==> config.mk <==
export PLATFORM = sky130hd
export DESIGN_NAME = cfs_md_tx_ctrl
export DESIGN_NICKNAME = d
export VERILOG_FILES = /design/src/rtl/cfs_algn_pkg.sv /design/src/rtl/cfs_sat_cnt.sv /design/src/rtl/cfs_md_tx_ctrl.sv
export SDC_FILE = /design/constraint.sdc
export NUM_CORES = 1
export LEC_CHECK = 0
export CELL_PAD_IN_SITES_DETAIL_PLACEMENT = 0
export CELL_PAD_IN_SITES_GLOBAL_PLACEMENT = 2
export CORE_MARGIN = 2
export CORE_UTILIZATION = 33
export CTS_CLUSTER_DIAMETER = 150
export CTS_CLUSTER_SIZE = 16
export DETAILED_ROUTE_END_ITERATION = 10
export PLACE_DENSITY_LB_ADDON = 0.1
export SYNTH_ARGS = -nofsm -noshare
export SYNTH_HDL_FRONTEND = slang
export SYNTH_SLANG_ARGS = --single-unit
==> constraint.sdc <==
create_clock -name clk -period 2.6 [get_ports clk]
set_clock_uncertainty 0.05 [all_clocks]
set_input_delay 0.52 -clock clk [delete_from_list [all_inputs] [get_ports clk]]
set_output_delay 0.52 -clock clk [all_outputs]
set_load 0.01 [all_outputs]
==> src/rtl/cfs_algn_pkg.sv <==
// Shared aligner definitions: field widths, FIFO entry layout and the
// byte-window legality rule used by both the TX and RX controllers.
package cfs_algn_pkg;

  function automatic int offset_width(input int data_width);
    return (data_width <= 8) ? 1 : $clog2(data_width / 8);
  endfunction

  function automatic int size_width(input int data_width);
    return $clog2(data_width / 8) + 1;
  endfunction

  function automatic int fifo_width(input int data_width);
    return data_width + offset_width(data_width) + size_width(data_width);
  endfunction

  // Entry layout, LSB first: {size, offset, data}
  function automatic int data_lsb(input int data_width);
    return 0;
  endfunction

  function automatic int data_msb(input int data_width);
    return data_width - 1;
  endfunction

  function automatic int offset_lsb(input int data_width);
    return data_width;
  endfunction

  function automatic int offset_msb(input int data_width);
    return data_width + offset_width(data_width) - 1;
  endfunction

  function automatic int size_lsb(input int data_width);
    return offset_msb(data_width) + 1;
  endfunction

  function automatic int size_msb(input int data_width);
    return fifo_width(data_width) - 1;
  endfunction

  // end_byte is offset+size, computed by the caller one bit wider than size
  function automatic bit entry_legal(input int unsigned size,
                                     input int unsigned end_byte,
                                     input int unsigned bytes);
    return (size != 0) && (end_byte <= bytes);
  endfunction

endpackage

==> src/rtl/cfs_sat_cnt.sv <==
// Saturating up-counter; a synchronous clear takes priority over an increment.
module cfs_sat_cnt #(
  parameter int WIDTH = 16
) (
  input  logic             clk,
  input  logic             reset_n,
  input  logic             inc,
  input  logic             clr,
  output logic [WIDTH-1:0] value
);

  always_ff @(posedge clk or negedge reset_n) begin
    if (!reset_n) begin
      value <= '0;
    end else if (clr) begin
      value <= '0;
    end else if (inc && (value != '1)) begin
      value <= value + 1'b1;
    end
  end

endmodule

==> src/rtl/cfs_md_tx_ctrl.sv <==
// TX FIFO to MD master bridge: two-entry output buffer (output + skid register),
// drops illegal entries, and keeps saturating transfer/error/drop statistics.
module cfs_md_tx_ctrl
  import cfs_algn_pkg::*;
#(
  parameter  int ALGN_DATA_WIDTH   = 32,
  localparam int ALGN_OFFSET_WIDTH = offset_width(ALGN_DATA_WIDTH),
  localparam int ALGN_SIZE_WIDTH   = size_width(ALGN_DATA_WIDTH),
  localparam int FIFO_WIDTH        = fifo_width(ALGN_DATA_WIDTH)
) (
  input  logic                         clk,
  input  logic                         reset_n,
  input  logic                         pop_valid,
  input  logic [FIFO_WIDTH-1:0]        pop_data,
  output logic                         pop_ready,
  output logic                         md_tx_valid,
  output logic [ALGN_DATA_WIDTH-1:0]   md_tx_data,
  output logic [ALGN_OFFSET_WIDTH-1:0] md_tx_offset,
  output logic [ALGN_SIZE_WIDTH-1:0]   md_tx_size,
  input  logic                         md_tx_ready,
  input  logic                         md_tx_err,
  input  logic                         cnt_clr,
  output logic [15:0]                  tx_pkt_cnt,
  output logic [15:0]                  tx_err_cnt,
  output logic [15:0]                  drop_cnt,
  output logic                         irq_tx_err,
  output logic                         busy
);

  localparam int unsigned BYTES = ALGN_DATA_WIDTH / 8;
  localparam int EW       = ALGN_SIZE_WIDTH + 1;
  localparam int OFF_LSB  = offset_lsb(ALGN_DATA_WIDTH);
  localparam int OFF_MSB  = offset_msb(ALGN_DATA_WIDTH);
  localparam int SIZE_LSB = size_lsb(ALGN_DATA_WIDTH);
  localparam int SIZE_MSB = size_msb(ALGN_DATA_WIDTH);

  localparam logic [1:0] ST_EMPTY = 2'd0;
  localparam logic [1:0] ST_ONE   = 2'd1;
  localparam logic [1:0] ST_TWO   = 2'd2;

  logic [1:0]            state_q, state_d;
  logic [FIFO_WIDTH-1:0] out_q, out_d;
  logic [FIFO_WIDTH-1:0] skid_q, skid_d;
  logic                  pop_ready_q;
  logic                  irq_q;

  logic [ALGN_OFFSET_WIDTH-1:0] pop_offset;
  logic [ALGN_SIZE_WIDTH-1:0]   pop_size;
  logic [EW-1:0]                end_byte;
  logic                         entry_ok;
  logic                         pop_xfer, pop_legal, pop_drop, md_xfer;

  assign pop_offset = pop_data[OFF_MSB:OFF_LSB];
  assign pop_size   = pop_data[SIZE_MSB:SIZE_LSB];
  // One bit wider than size so offset+size can never wrap into a legal value
  assign end_byte   = {1'b0, pop_size} + {{(EW - ALGN_OFFSET_WIDTH){1'b0}}, pop_offset};
  assign entry_ok   = entry_legal(32'(pop_size), 32'(end_byte), BYTES);

  assign pop_xfer  = pop_valid && pop_ready_q;
  assign pop_legal = pop_xfer && entry_ok;
  assign pop_drop  = pop_xfer && !entry_ok;
  assign md_xfer   = md_tx_valid && md_tx_ready;

  always_comb begin
    state_d = state_q;
    out_d   = out_q;
    skid_d  = skid_q;
    case (state_q)
      ST_EMPTY: begin
        if (pop_legal) begin
          out_d   = pop_data;
          state_d = ST_ONE;
        end
      end
      ST_ONE: begin
        if (md_xfer && pop_legal) begin
          out_d = pop_data;
        end else if (md_xfer) begin
          state_d = ST_EMPTY;
        end else if (pop_legal) begin
          skid_d  = pop_data;
          state_d = ST_TWO;
        end
      end
      ST_TWO: begin
        if (md_xfer) begin
          out_d   = skid_q;
          state_d = ST_ONE;
        end
      end
      default: state_d = ST_EMPTY;
    endcase
  end

  always_ff @(posedge clk or negedge reset_n) begin
    if (!reset_n) begin
      state_q     <= ST_EMPTY;
      out_q       <= '0;
      skid_q      <= '0;
      pop_ready_q <= 1'b1;
      irq_q       <= 1'b0;
    end else begin
      state_q     <= state_d;
      out_q       <= out_d;
      skid_q      <= skid_d;
      pop_ready_q <= (state_d != ST_TWO);
      irq_q       <= md_xfer && md_tx_err;
    end
  end

  assign pop_ready    = pop_ready_q;
  assign md_tx_valid  = (state_q != ST_EMPTY);
  assign busy         = (state_q != ST_EMPTY);
  assign md_tx_data   = out_q[ALGN_DATA_WIDTH-1:0];
  assign md_tx_offset = out_q[OFF_MSB:OFF_LSB];
  assign md_tx_size   = out_q[SIZE_MSB:SIZE_LSB];
  assign irq_tx_err   = irq_q;

  // Counter slots: 0 = completed transfers, 1 = errored transfers, 2 = drops
  logic [2:0]  cnt_inc;
  logic [15:0] cnt_val [3];

  assign cnt_inc = {pop_drop, md_xfer && md_tx_err, md_xfer};

  genvar gi;
  generate
    for (gi = 0; gi < 3; gi++) begin : g_cnt
      cfs_sat_cnt #(.WIDTH(16)) u_cnt (
        .clk     (clk),
        .reset_n (reset_n),
        .inc     (cnt_inc[gi]),
        .clr     (cnt_clr),
        .value   (cnt_val[gi])
      );
    end
  endgenerate

  assign tx_pkt_cnt = cnt_val[0];
  assign tx_err_cnt = cnt_val[1];
  assign drop_cnt   = cnt_val[2];

endmodule

==> results_dict.tcl <==
set metrics [dict create \
    outcome "complete, but fails checks" \
    violations "setup timing" \
    antennaDiodeCount 0 \
    viasPerCell 5.19 \
    drtAntennaViolNets 0 \
    num_vias 4904 \
    ys_seq_area_frac 0.510 \
    hold_start "pop_data[33]" \
    nets 747 \
    ys_async_sr_fraction 1.00 \
    path_cells "buf_8 -> ha_4 -> inv_2 -> fa_1 -> nand2b_4 -> a221o_1 -> buf_6 -> a211oi_4 -> nand2_4 -> clkbuf_16 -> mux2_4" \
    synth_ff_type "dfrtp_1" \
    clkTransAtPathRegs_ns 0.06 \
    path_buf_inv 4 \
    p_leak_nw 3.82 \
    worst_setup_path_end_kind "register" \
    rr_endpoint "g_cnt[1].u_cnt.value[9]" \
    area_growth_pct 49.4 \
    power_mw 7.85 \
    cts.htree.levels 4 \
    worstSetupPathType "input pin to register" \
    fin_setup_tns_ns -0.117 \
    drtPass1Iterations 4 \
    grt_overflow_total 0 \
    drt_iter0_drc 196 \
    regToRegStartpoint "g_cnt[1].u_cnt.value[0]" \
    power_density_nw_per_um2 851 \
    start_util 0.334 \
    netlist_area_sq_um 6180 \
    timing.final.crit_share 1.01 \
    cts_buffers 17 \
    slowest_delay_ns 0.52 \
    fp.coreArea_sq_um 18500 \
    gp_congestion 0.750 \
    synth_cell_types 61 \
    grt_pass1_vias 5184 \
    yosysWarningCount 0 \
    dp_hpwl_mm 11.1 \
    worst_slew_pin_slew_ns 0.731 \
    fmax_mhz 382 \
    synth_largest_area_cell "dfrtp_1" \
    grt_pass1_wl_mm 28.3 \
    synthTopCellsByCount "dfrtp_1 (125), or3_1 (41), nor2_1 (39), o221a_2 (35), mux2_4 (31)" \
    synth_nets 573 \
    die_y_um 141 \
    rsz0062_at_grt "true" \
    finalSetupViolCount 15 \
    fp-row-count 50 \
    fp.dieW_um 141 \
    setup_ws_ns -0.0184 \
    critPathLaunchType "input pin" \
    cts_tree "yes" \
    fillers 1655 \
    drc_errors 0 \
    crit_cells 11 \
    port_buffers 131 \
    multi_input_area_sq_um 3130 \
    synthTopCellsByArea "dfrtp_1 (51%), mux2_4 (7.5%), o221a_2 (6.4%), or3_1 (4.2%), xor2_1 (2.6%)" \
    cp_slowest_cell "fa_1" \
    grt_start_max_net_pins 56 \
    reg2regPathDepth 6 \
    wl_per_cell_um 18.6 \
    r2r_setup_slack_ns 0.28 \
    synth_top_cell_area_share 0.506 \
    clk_latency_ns 0.41 \
    drt-total-wl_mm 17.5 \
    ir_drop_uv 427 \
    hold_path_end "out_q[33]" \
    clockBufferDepth 2 \
    ys_ff_latch 126 \
    pre_cts_ws_ns -0.891 \
    synth_cells 524 \
    maxCapViolations 0 \
    final_util 0.499 \
    critPathRequiredTime_ns 2.85 \
    finalCriticalPeriod_ns 2.62 \
    drv_slew 0 \
    hold_class "input pin to register" \
    path_max_fanout 6 \
    cts-root-buf "clkbuf_16" \
    layout-drive-gt1-share 0.264 \
    yosysMostFrequentCell "dfrtp_1" \
    hold_viol_final 0 \
    crit_family "compound AO/OA/AOI/OAI gates" \
    fp.dieArea_sq_um 19800 \
    seq_area_sq_um 3150 \
    cp.arrival_ns 2.87 \
    min_path_cells 4 \
    synth_edf_count 0 \
    antenna_found_initial 0 \
    max_slew_margin 0.513 \
    cts.sinks 126 \
    boundaryPins 132 \
    syn_area_per_cell_sq_um 11.8 \
    grt_use_total 0.181 \
]
worst max path at each step:
| stage | endpoint | start | slack, ns |
|---|---|---|---|
| finish | skid_q[13] | pop_data[32] | -0.02 |
| global route | skid_q[13] | pop_data[32] | -0.09 |
| CTS | out_q[22] | pop_data[34] | -0.04 |
| detailed placement | out_q[28] | pop_data[32] | -0.89 |
| global placement | out_q[28] | pop_data[32] | -0.83 |
| floorplan | skid_q[10] | pop_data[32] | -0.21 |
metrics by stage:
stage | instances | instance area [sq um] | hold slack [ns]
after CTS | 940 | 9140 | 0.392
after floorplan | 524 | 6530 | 0.174
after detailed placement | 897 | 8310 | 0.401
final | 945 | 9240 | 0.403
after global routing | 945 | 9240 | 0.404
after global placement | 897 | 8310 | 0.395
cell usage in the layout, fill, tap and decap left out, types with 5 or more instances in the layout:
cell type        netlist  routed
xnor2_1                6       6
and4_1                 5       5
o41ai_1                5       5
and3_1                 6       6
o21ai_0               12      12
dfrtp_1              125     125
nor2_1                39      39
mux2_4                31      31
clkdlybuf4s50_1        0     125
or3_1                 41      40
nand3_1               19      19
inv_1                 12       9
buf_6                  7       6
o221a_4                0      35
or4_1                  5       5
clkbuf_16              0      20
mux2_2                 7       7
nand4_1               12      12
buf_12                 0      10
nor4_1                 6       6
nand2_1               18      17
o31ai_1                5       5
nor3_1                 5       5
a21oi_1               18      18
buf_4                  2      32
xor2_1                18      18
layout make-up:
cell class              count  area share
flip-flops and latches    126       0.342
multi-input cells         355       0.339
repair buffers            186       0.217
clock buffers              20      0.0495
well taps                 234      0.0317
clock inverters            12      0.0173
inverters                  12     0.00488
cells by family (layout without fill, tap and decap cells):
group                    after synthesis  count (layout)  synth area share
AND/OR/NAND/NOR                      186             186             0.177
flip-flops                           126             126             0.510
AO/OA/AOI/OAI                         99              99             0.137
buffers and inverters                 43             230            0.0368
multiplexers                          40              40            0.0913
XOR/XNOR                              24              24            0.0340
adder cells (fa/ha/maj)                6               6            0.0134
tightest hold or removal path, delay by kind of cell:
family	cells	cell delay [ns]
buffers and inverters	3	0.26
AOI/OAI and AO/OA	1	0.05
state kept, by name (all words and copies together) (netlist names):
| name | count |
|---|---|
| irq_tx_err | 1 |
| pop_ready | 1 |
| out_q | 37 |
| state_q | 2 |
| skid_q | 37 |
| g_cnt.u_cnt.value | 48 |
layer usage:
metal	part of all wire	track usage	up-vias
met5	0	0	-
met4	0.012	0.0516	0
met3	0.045	0.0476	12
met2	0.47	0.281	103
met1	0.48	0.251	2455
li1	-	-	2334
power breakdown:
group / switching [mW] / internal, mW / total, mW
sequential: 0.402 / 2.54 / 2.94
clock: 0.924 / 1.57 / 2.49
combinational: 0.806 / 1.62 / 2.42
repair_timing:
action,CTS,global route
resized for setup,27,5
cloned,4,4
hold buffers,1,0
pin swaps,8,4
endpoints found under the hold margin,19,0
endpoints found under the setup margin,93,74
buffers inserted,6,1
No activity file was read; power rests on OpenSTA's default activity.
